File: config.mk
export PLATFORM = sky130hd
export DESIGN_NAME = eth_rx_ctrl
export DESIGN_NICKNAME = d
export VERILOG_FILES = /design/src/rtl/eth_rx_pkg.sv /design/src/rtl/eth_crc32_dibit.sv /design/src/rtl/eth_rx_ctrl.sv
export SDC_FILE = /design/constraint.sdc
export NUM_CORES = 1
export LEC_CHECK = 0
export BUFFER_PORTS_ARGS = -buffer_cell sky130_fd_sc_hd__buf_2
export CAP_MARGIN = 0
export CORE_ASPECT_RATIO = 0.7
export CORE_MARGIN = 1.5
export CORE_UTILIZATION = 45
export CTS_CLUSTER_DIAMETER = 100
export DETAILED_ROUTE_END_ITERATION = 6
export PLACE_DENSITY = 0.64
export SLEW_MARGIN = 20
export SYNTH_ARGS = -nofsm -noshare
export SYNTH_HDL_FRONTEND = slang
export SYNTH_SLANG_ARGS = --single-unit
File: constraint.sdc
create_clock -name Clk -period 2.02 [get_ports Clk]
set_clock_uncertainty 0.15 [all_clocks]
set_input_delay 0 -clock Clk [delete_from_list [all_inputs] [get_ports Clk]]
set_output_delay 0 -clock Clk [all_outputs]
set_load 0.005 [all_outputs]
File: src/rtl/eth_rx_pkg.sv
// Shared types and constants for the RMII receive framer and its CRC engine.
package eth_rx_pkg;

  typedef enum logic [1:0] {
    IDLE,
    PREAMBLE,
    DATA,
    DROP
  } eth_rx_ctrl_state_t;

  localparam int          pMII_WIDTH      = 2;
  localparam logic [1:0]  pPREAMBLE_DIBIT = 2'b01;
  localparam logic [1:0]  pSFD_LAST_DIBIT = 2'b11;
  localparam logic [31:0] pCRC_INIT       = 32'hFFFFFFFF;
  localparam logic [31:0] pCRC_POLY       = 32'hEDB88320;
  localparam logic [31:0] pCRC_RESIDUE    = 32'hDEBB20E3;

  localparam int pDEF_MIN_PREAMBLE_CNT = 8;
  localparam int pDEF_MIN_FRAME_BYTES  = 64;
  localparam int pDEF_MAX_FRAME_BYTES  = 1518;

endpackage

File: src/rtl/eth_crc32_dibit.sv
// Reflected CRC-32 register advanced one RMII dibit per enabled cycle.
// Din[0] is consumed first; Init has priority over En.
module eth_crc32_dibit
  import eth_rx_pkg::*;
(
  input  logic                  Clk,
  input  logic                  Rst,
  input  logic                  Init,
  input  logic                  En,
  input  logic [pMII_WIDTH-1:0] Din,
  output logic [31:0]           Crc
);

  logic [31:0] crc_q;
  logic [31:0] crc_d;
  logic [31:0] nxt;

  always_comb begin
    nxt = crc_q;
    for (int i = 0; i < pMII_WIDTH; i++) begin
      nxt = (nxt >> 1) ^ ((nxt[0] ^ Din[i]) ? pCRC_POLY : 32'h0);
    end
    crc_d = crc_q;
    if (Init) begin
      crc_d = pCRC_INIT;
    end else if (En) begin
      crc_d = nxt;
    end
  end

  always_ff @(posedge Clk) begin
    if (Rst) begin
      crc_q <= pCRC_INIT;
    end else begin
      crc_q <= crc_d;
    end
  end

  assign Crc = crc_q;

endmodule

File: src/rtl/eth_rx_ctrl.sv
// RMII receive framer: preamble/SFD qualification, dibit-to-byte assembly,
// CRC-32 check and end-of-frame status reporting.
module eth_rx_ctrl
  import eth_rx_pkg::*;
#(
  parameter int pMIN_PREAMBLE_CNT = pDEF_MIN_PREAMBLE_CNT,
  parameter int pMIN_FRAME_BYTES  = pDEF_MIN_FRAME_BYTES,
  parameter int pMAX_FRAME_BYTES  = pDEF_MAX_FRAME_BYTES
) (
  input  logic                  Clk,
  input  logic                  Rst,
  input  logic                  Rx_Crs_Dv,
  input  logic [pMII_WIDTH-1:0] Rxd,
  output logic [7:0]            Rx_Byte,
  output logic                  Rx_Byte_Vld,
  output logic                  Rx_Sof,
  output logic                  Rx_Done,
  output logic [10:0]           Rx_Len,
  output logic                  Rx_Crc_Ok,
  output logic                  Rx_Err
);

  eth_rx_ctrl_state_t state_q, state_d;

  logic [4:0]  pre_cnt_q, pre_cnt_d;
  logic [1:0]  dib_cnt_q, dib_cnt_d;
  logic [10:0] byte_cnt_q, byte_cnt_d;
  logic [7:0]  shreg_q, shreg_d;
  logic        vld_q, vld_d;
  logic        sof_q, sof_d;
  logic        done_q, done_d;
  logic [10:0] len_q, len_d;
  logic        crc_ok_q, crc_ok_d;
  logic        err_q, err_d;

  logic [31:0] crc;
  logic        sfd_hit;
  logic        byte_end;
  logic        long_hit;
  logic        crc_init;
  logic        crc_en;

  assign sfd_hit  = Rx_Crs_Dv && (Rxd == pSFD_LAST_DIBIT)
                 && (pre_cnt_q >= 5'(pMIN_PREAMBLE_CNT));
  assign byte_end = Rx_Crs_Dv && (dib_cnt_q == 2'd3);
  assign long_hit = byte_end && (byte_cnt_q == 11'(pMAX_FRAME_BYTES));
  assign crc_init = (state_q == PREAMBLE) && sfd_hit;
  assign crc_en   = (state_q == DATA) && Rx_Crs_Dv;

  eth_crc32_dibit u_crc (
    .Clk  (Clk),
    .Rst  (Rst),
    .Init (crc_init),
    .En   (crc_en),
    .Din  (Rxd),
    .Crc  (crc)
  );

  always_ff @(posedge Clk) begin
    if (Rst) begin
      state_q    <= IDLE;
      pre_cnt_q  <= '0;
      dib_cnt_q  <= '0;
      byte_cnt_q <= '0;
      shreg_q    <= '0;
      vld_q      <= 1'b0;
      sof_q      <= 1'b0;
      done_q     <= 1'b0;
      len_q      <= '0;
      crc_ok_q   <= 1'b0;
      err_q      <= 1'b0;
    end else begin
      state_q    <= state_d;
      pre_cnt_q  <= pre_cnt_d;
      dib_cnt_q  <= dib_cnt_d;
      byte_cnt_q <= byte_cnt_d;
      shreg_q    <= shreg_d;
      vld_q      <= vld_d;
      sof_q      <= sof_d;
      done_q     <= done_d;
      len_q      <= len_d;
      crc_ok_q   <= crc_ok_d;
      err_q      <= err_d;
    end
  end

  always_comb begin
    state_d = state_q;
    unique case (state_q)
      IDLE: begin
        if (Rx_Crs_Dv) begin
          if (Rxd == pPREAMBLE_DIBIT) state_d = PREAMBLE;
          else if (Rxd != 2'b00)      state_d = DROP;
        end
      end
      PREAMBLE: begin
        if (!Rx_Crs_Dv)                   state_d = DROP;
        else if (Rxd == pPREAMBLE_DIBIT)  state_d = PREAMBLE;
        else if (sfd_hit)                 state_d = DATA;
        else                              state_d = DROP;
      end
      DATA: begin
        if (!Rx_Crs_Dv)    state_d = IDLE;
        else if (long_hit) state_d = DROP;
      end
      DROP: begin
        if (!Rx_Crs_Dv) state_d = IDLE;
      end
      default: state_d = IDLE;
    endcase
  end

  always_comb begin
    pre_cnt_d  = pre_cnt_q;
    dib_cnt_d  = dib_cnt_q;
    byte_cnt_d = byte_cnt_q;
    shreg_d    = shreg_q;
    vld_d      = 1'b0;
    sof_d      = 1'b0;
    done_d     = 1'b0;
    len_d      = len_q;
    crc_ok_d   = crc_ok_q;
    err_d      = err_q;
    unique case (state_q)
      IDLE: begin
        if (Rx_Crs_Dv && Rxd == pPREAMBLE_DIBIT) pre_cnt_d = 5'd1;
      end
      PREAMBLE: begin
        if (Rx_Crs_Dv && Rxd == pPREAMBLE_DIBIT && pre_cnt_q != 5'd31) begin
          pre_cnt_d = pre_cnt_q + 5'd1;
        end
        if (sfd_hit) begin
          dib_cnt_d  = '0;
          byte_cnt_d = '0;
        end
      end
      DATA: begin
        if (Rx_Crs_Dv) begin
          shreg_d   = {Rxd, shreg_q[7:2]};
          dib_cnt_d = dib_cnt_q + 2'd1;
          if (long_hit) begin
            // Oversize byte is swallowed; status is reported in its place.
            done_d   = 1'b1;
            len_d    = 11'(pMAX_FRAME_BYTES + 1);
            err_d    = 1'b1;
            crc_ok_d = 1'b0;
          end else if (byte_end) begin
            byte_cnt_d = byte_cnt_q + 11'd1;
            vld_d      = 1'b1;
            sof_d      = (byte_cnt_q == 11'd0);
          end
        end else begin
          done_d   = 1'b1;
          len_d    = byte_cnt_q;
          err_d    = (dib_cnt_q != 2'd0)
                  || (byte_cnt_q < 11'(pMIN_FRAME_BYTES));
          crc_ok_d = (crc == pCRC_RESIDUE);
        end
      end
      DROP: ;
      default: ;
    endcase
  end

  assign Rx_Byte     = shreg_q;
  assign Rx_Byte_Vld = vld_q;
  assign Rx_Sof      = sof_q;
  assign Rx_Done     = done_q;
  assign Rx_Len      = len_q;
  assign Rx_Crc_Ok   = crc_ok_q;
  assign Rx_Err      = err_q;

endmodule

==> Implementation_results.wiki <==
{| class="wikitable"
! Metric !! Value
|-
| Detailed-route wire length || 7.41 mm
|-
| Total half-perimeter wirelength after legalization and detailed placement || 5.03 mm
|-
| Critical path endpoint || pre_cnt_q[0]
|-
| Pin count of the biggest net entering global routing || 60
|-
| Final net count || 434
|-
| Via count normalized by instance count || 5.31
|-
| Syn nets || 382
|-
| Crit path DAT || 2.05 ns
|-
| I/O pin count || 29
|-
| Synth async-reset ratio || 0%
|-
| DRC Markers || 0
|-
| Max_slew headroom || 63.5%
|-
| DRT antenna net count || 0
|-
| Cell area after synthesis || 3310 µm²
|-
| Final Hold Viols || 0
|-
| Worst reg2reg path endpoint || pre_cnt_q[0]
|-
| Warning count from the yosys run || 0
|-
| Max-cap violation count || 0
|-
| Total grt overflow || 0
|-
| Final number of max-transition violations || 0
|-
| Type of element launching the critical path || register
|-
| Largest cells by area after synthesis || sky130_fd_sc_hd__dfxtp_1 46%, sky130_fd_sc_hd__nand2_1 7.9%, sky130_fd_sc_hd__xnor2_1 5.0%
|-
| Number of sinks handled by clock tree synthesis || 76
|-
| Static leakage || 1.69 nW
|-
| Maximum fanout count along the critical path || 5
|-
| Clock transition at the registers of the reported paths || 0.08 ns
|-
| Count of input and output buffers || 28
|-
| Number of enable-type register cells in the synthesized netlist || 0
|-
| Number of global-route vias before repair || 2453
|-
| Synth cell types || 46
|-
| Total global routing track utilization || 20.3%
|-
| CTS tree || built
|-
| Status || complete, no violations
|-
| Post-detailed-route wirelength per cell || 14.3 µm
|-
| FF-to-FF Start || pre_cnt_q[1]
|-
| Area of the die || 7880 µm²
|-
| Setup violation total in the final timing report || 0
|-
| Master cell of the clock root buffer || sky130_fd_sc_hd__clkbuf_8
|-
| Fraction of power consumed by sequential logic || 48.4%
|-
| Portion of total power attributed to the clock network || 40.5%
|-
| Highest ir drop seen on vdd || 0.000523 V
|-
| Number of cells on the worst reg-to-reg path || 7
|-
| Most used flip-flop cell after synthesis || sky130_fd_sc_hd__dfxtp_1
|-
| Maximum clock insertion buffer count || 2
|-
| Post-synth top cells || 76 x sky130_fd_sc_hd__dfxtp_1, 70 x sky130_fd_sc_hd__nand2_1, 23 x sky130_fd_sc_hd__a21oi_1
|-
| Starting density of the core || 47.8%
|-
| Initial antenna violation count || 0
|-
| Setup crit end kind || register
|-
| Critical path type || reg -> reg
|-
| Area delta synth->final || 22.7%
|-
| Final critical path time including I/O delays and setup || 1.94 ns
|-
| Post-route clock period utilization || 95.9%
|-
| Global-route wire length before repair || 12.4 mm
|-
| Number of instances in the synthesized netlist || 369
|-
| Highest clock rate || 516 MHz
|-
| Net load switching power || 0.000793 W
|-
| Clk Latency, worst-skew pair || 0.35 ns
|-
| Final hold slack || 0.301 ns
|-
| Fraction of final layout cells with drive strength greater than 1 || 23.2%
|-
| Register area share after synthesis || 46.0%
|-
| Total number of vias || 2761
|-
| Violation count after the first detailed-routing iteration || 158
|-
| Type of the most critical hold path || reg -> reg
|-
| Internal Power || 0.00252 W
|-
| Die span in y || 74.7 µm
|-
| Number of buffers created by CTS || 9
|-
| Area share of the largest cell type after synthesis || 46.0%
|-
| Number of levels the H-tree was split into || 3
|-
| Worst Tran Pin Value || 0.547 ns
|-
| FILL cells || 620
|-
| Average cell area after synthesis || 8.96 µm²
|-
| Total power density per cell area || 817 nW/µm²
|-
| Detailed Routing Iterations Pass 1 || 4
|-
| Reg-to-reg slack, setup || 0.08 ns
|-
| Total power draw || 0.00331 W
|-
| Number of cell rows || 25
|-
| Cell with the most instances after synthesis || sky130_fd_sc_hd__dfxtp_1
|-
| Crit path required time || 2.13 ns
|-
| Switching share of total power || 23.9%
|-
| Diodes inserted || 0
|-
| Beginning of the critical path || pre_cnt_q[1]
|-
| Post-synthesis sequential element count || 76
|-
| GPL Wtd Cong || 0.807
|-
| X dimension of the die || 105 µm
|-
| Dominant cell type by area after synthesis || sky130_fd_sc_hd__dfxtp_1
|-
| Logic gate share of total power || 11.1%
|-
| Core region area || 6910 µm²
|}
==> cells by family (layout without fill, tap and decap cells) <==
kind of cell | count (synthesis) | in the layout | share of synthesized area (%)
AO/OA/AOI/OAI | 80 | 80 | 17.8
XOR/XNOR | 30 | 30 | 9.31
adder cells (fa/ha/maj) | 8 | 8 | 3.03
buffers and inverters | 29 | 86 | 3.37
flip-flops | 76 | 76 | 46.0
AND/OR/NAND/NOR | 146 | 146 | 20.5
==> critical path: stages (launching register included) <==
cell	delay [ns]
sky130_fd_sc_hd__dfxtp_2	0.34
sky130_fd_sc_hd__ha_4	0.16
sky130_fd_sc_hd__and3_4	0.18
sky130_fd_sc_hd__ha_4	0.16
sky130_fd_sc_hd__a2111oi_4	0.44
sky130_fd_sc_hd__buf_4	0.20
sky130_fd_sc_hd__o21ai_2	0.05
sky130_fd_sc_hd__a31oi_1	0.17
==> state kept, by name, indices dropped and copies added, names as in the netlist <==
signal / flops
u_crc.Crc: 32
Rx_Len: 11
byte_cnt_q: 11
Rx_Byte: 8
pre_cnt_q: 5
dib_cnt_q: 2
state_q: 2
Rx_Byte_Vld: 1
Rx_Crc_Ok: 1
Rx_Done: 1
Rx_Err: 1
Rx_Sof: 1
==> routing by layer <==
metal	wire, µm	up-vias	GRT usage [%]
met5	0	-	0
met4	72	0	5.48
met3	323	8	6.32
met2	3270	41	30.8
met1	3740	1302	28.4
li1	-	1410	-
==> power groups by stage <==
stage	sequential (W)	combinational (W)	clock (W)
after global routing	0.00161	0.000413	0.00144
after detailed placement	0.00164	0.000365	0
final	0.00160	0.000369	0.00134
after floorplan	0.00163	0.000258	0
after global placement	0.00164	0.000356	0
after CTS	0.00160	0.000372	0.00137
==> through the flow <==
step	worst slack (ns)	util, %	cells	TNS, ns	instance area (µm²)
floorplan	0.0499	-	369	0	3320
global placement	0.0713	53.8	497	0	3720
detailed placement	-0.0210	53.8	497	-0.0210	3720
CTS	0.0132	57.8	517	0	4000
global route	-0.00895	58.7	520	-0.00895	4060
finish	0.0833	58.7	520	0	4060
==> worst min path at each step <==
stage	slack, ns	end	startpoint	cells after the start
final	0.30	Rx_Crc_Ok	Rx_Crc_Ok	2
after global routing	0.33	Rx_Crc_Ok	Rx_Crc_Ok	2
after CTS	0.30	Rx_Crc_Ok	Rx_Crc_Ok	2
after detailed placement	0.17	Rx_Byte[6]	Rxd[0]	3
after global placement	0.16	Rx_Byte[6]	Rxd[0]	3
after floorplan	-0.01	Rx_Byte[6]	Rxd[0]	2
==> final cells by class <==
class	count	area, µm²	share of cell area [%]
Tap cell	94	118	2.90
Multi-Input combinational cell	264	1720	42.4
Clock inverter	3	67.6	1.67
Inverter	9	33.8	0.833
Timing Repair Buffer	61	423	10.4
Sequential cell	76	1530	37.6
Clock buffer	13	169	4.17
==> cells in the final DEF (no fill, tap or decap), types with 3 or more instances in the layout <==
cell and n:
sky130_fd_sc_hd__a21oi_1 23, sky130_fd_sc_hd__and3_1 3, sky130_fd_sc_hd__buf_2 28, sky130_fd_sc_hd__buf_4 27, sky130_fd_sc_hd__clkbuf_8 12, sky130_fd_sc_hd__dfxtp_1 73, sky130_fd_sc_hd__dfxtp_2 3, sky130_fd_sc_hd__dlygate4sd3_1 4
sky130_fd_sc_hd__ha_1 6, sky130_fd_sc_hd__inv_1 9, sky130_fd_sc_hd__nand2_1 70, sky130_fd_sc_hd__nand2b_1 5, sky130_fd_sc_hd__nand3_1 18, sky130_fd_sc_hd__nand4_1 5, sky130_fd_sc_hd__nor2_1 21, sky130_fd_sc_hd__nor3_1 7
sky130_fd_sc_hd__nor4_1 3, sky130_fd_sc_hd__o211ai_1 20, sky130_fd_sc_hd__o21ai_0 3, sky130_fd_sc_hd__o21ai_1 7, sky130_fd_sc_hd__o221a_2 10, sky130_fd_sc_hd__xnor2_1 19, sky130_fd_sc_hd__xor2_1 8
==> timing repair <==
item	4_1_cts	5_1_grt
hold endpoints to repair	27	0
endpoints found under the setup margin	2	6
cloned	0	0
setup buffers	0	3
hold buffers	4	0
gates resized for setup	0	10
pin swaps	1	3
No activity file was read; power rests on OpenSTA's default activity.
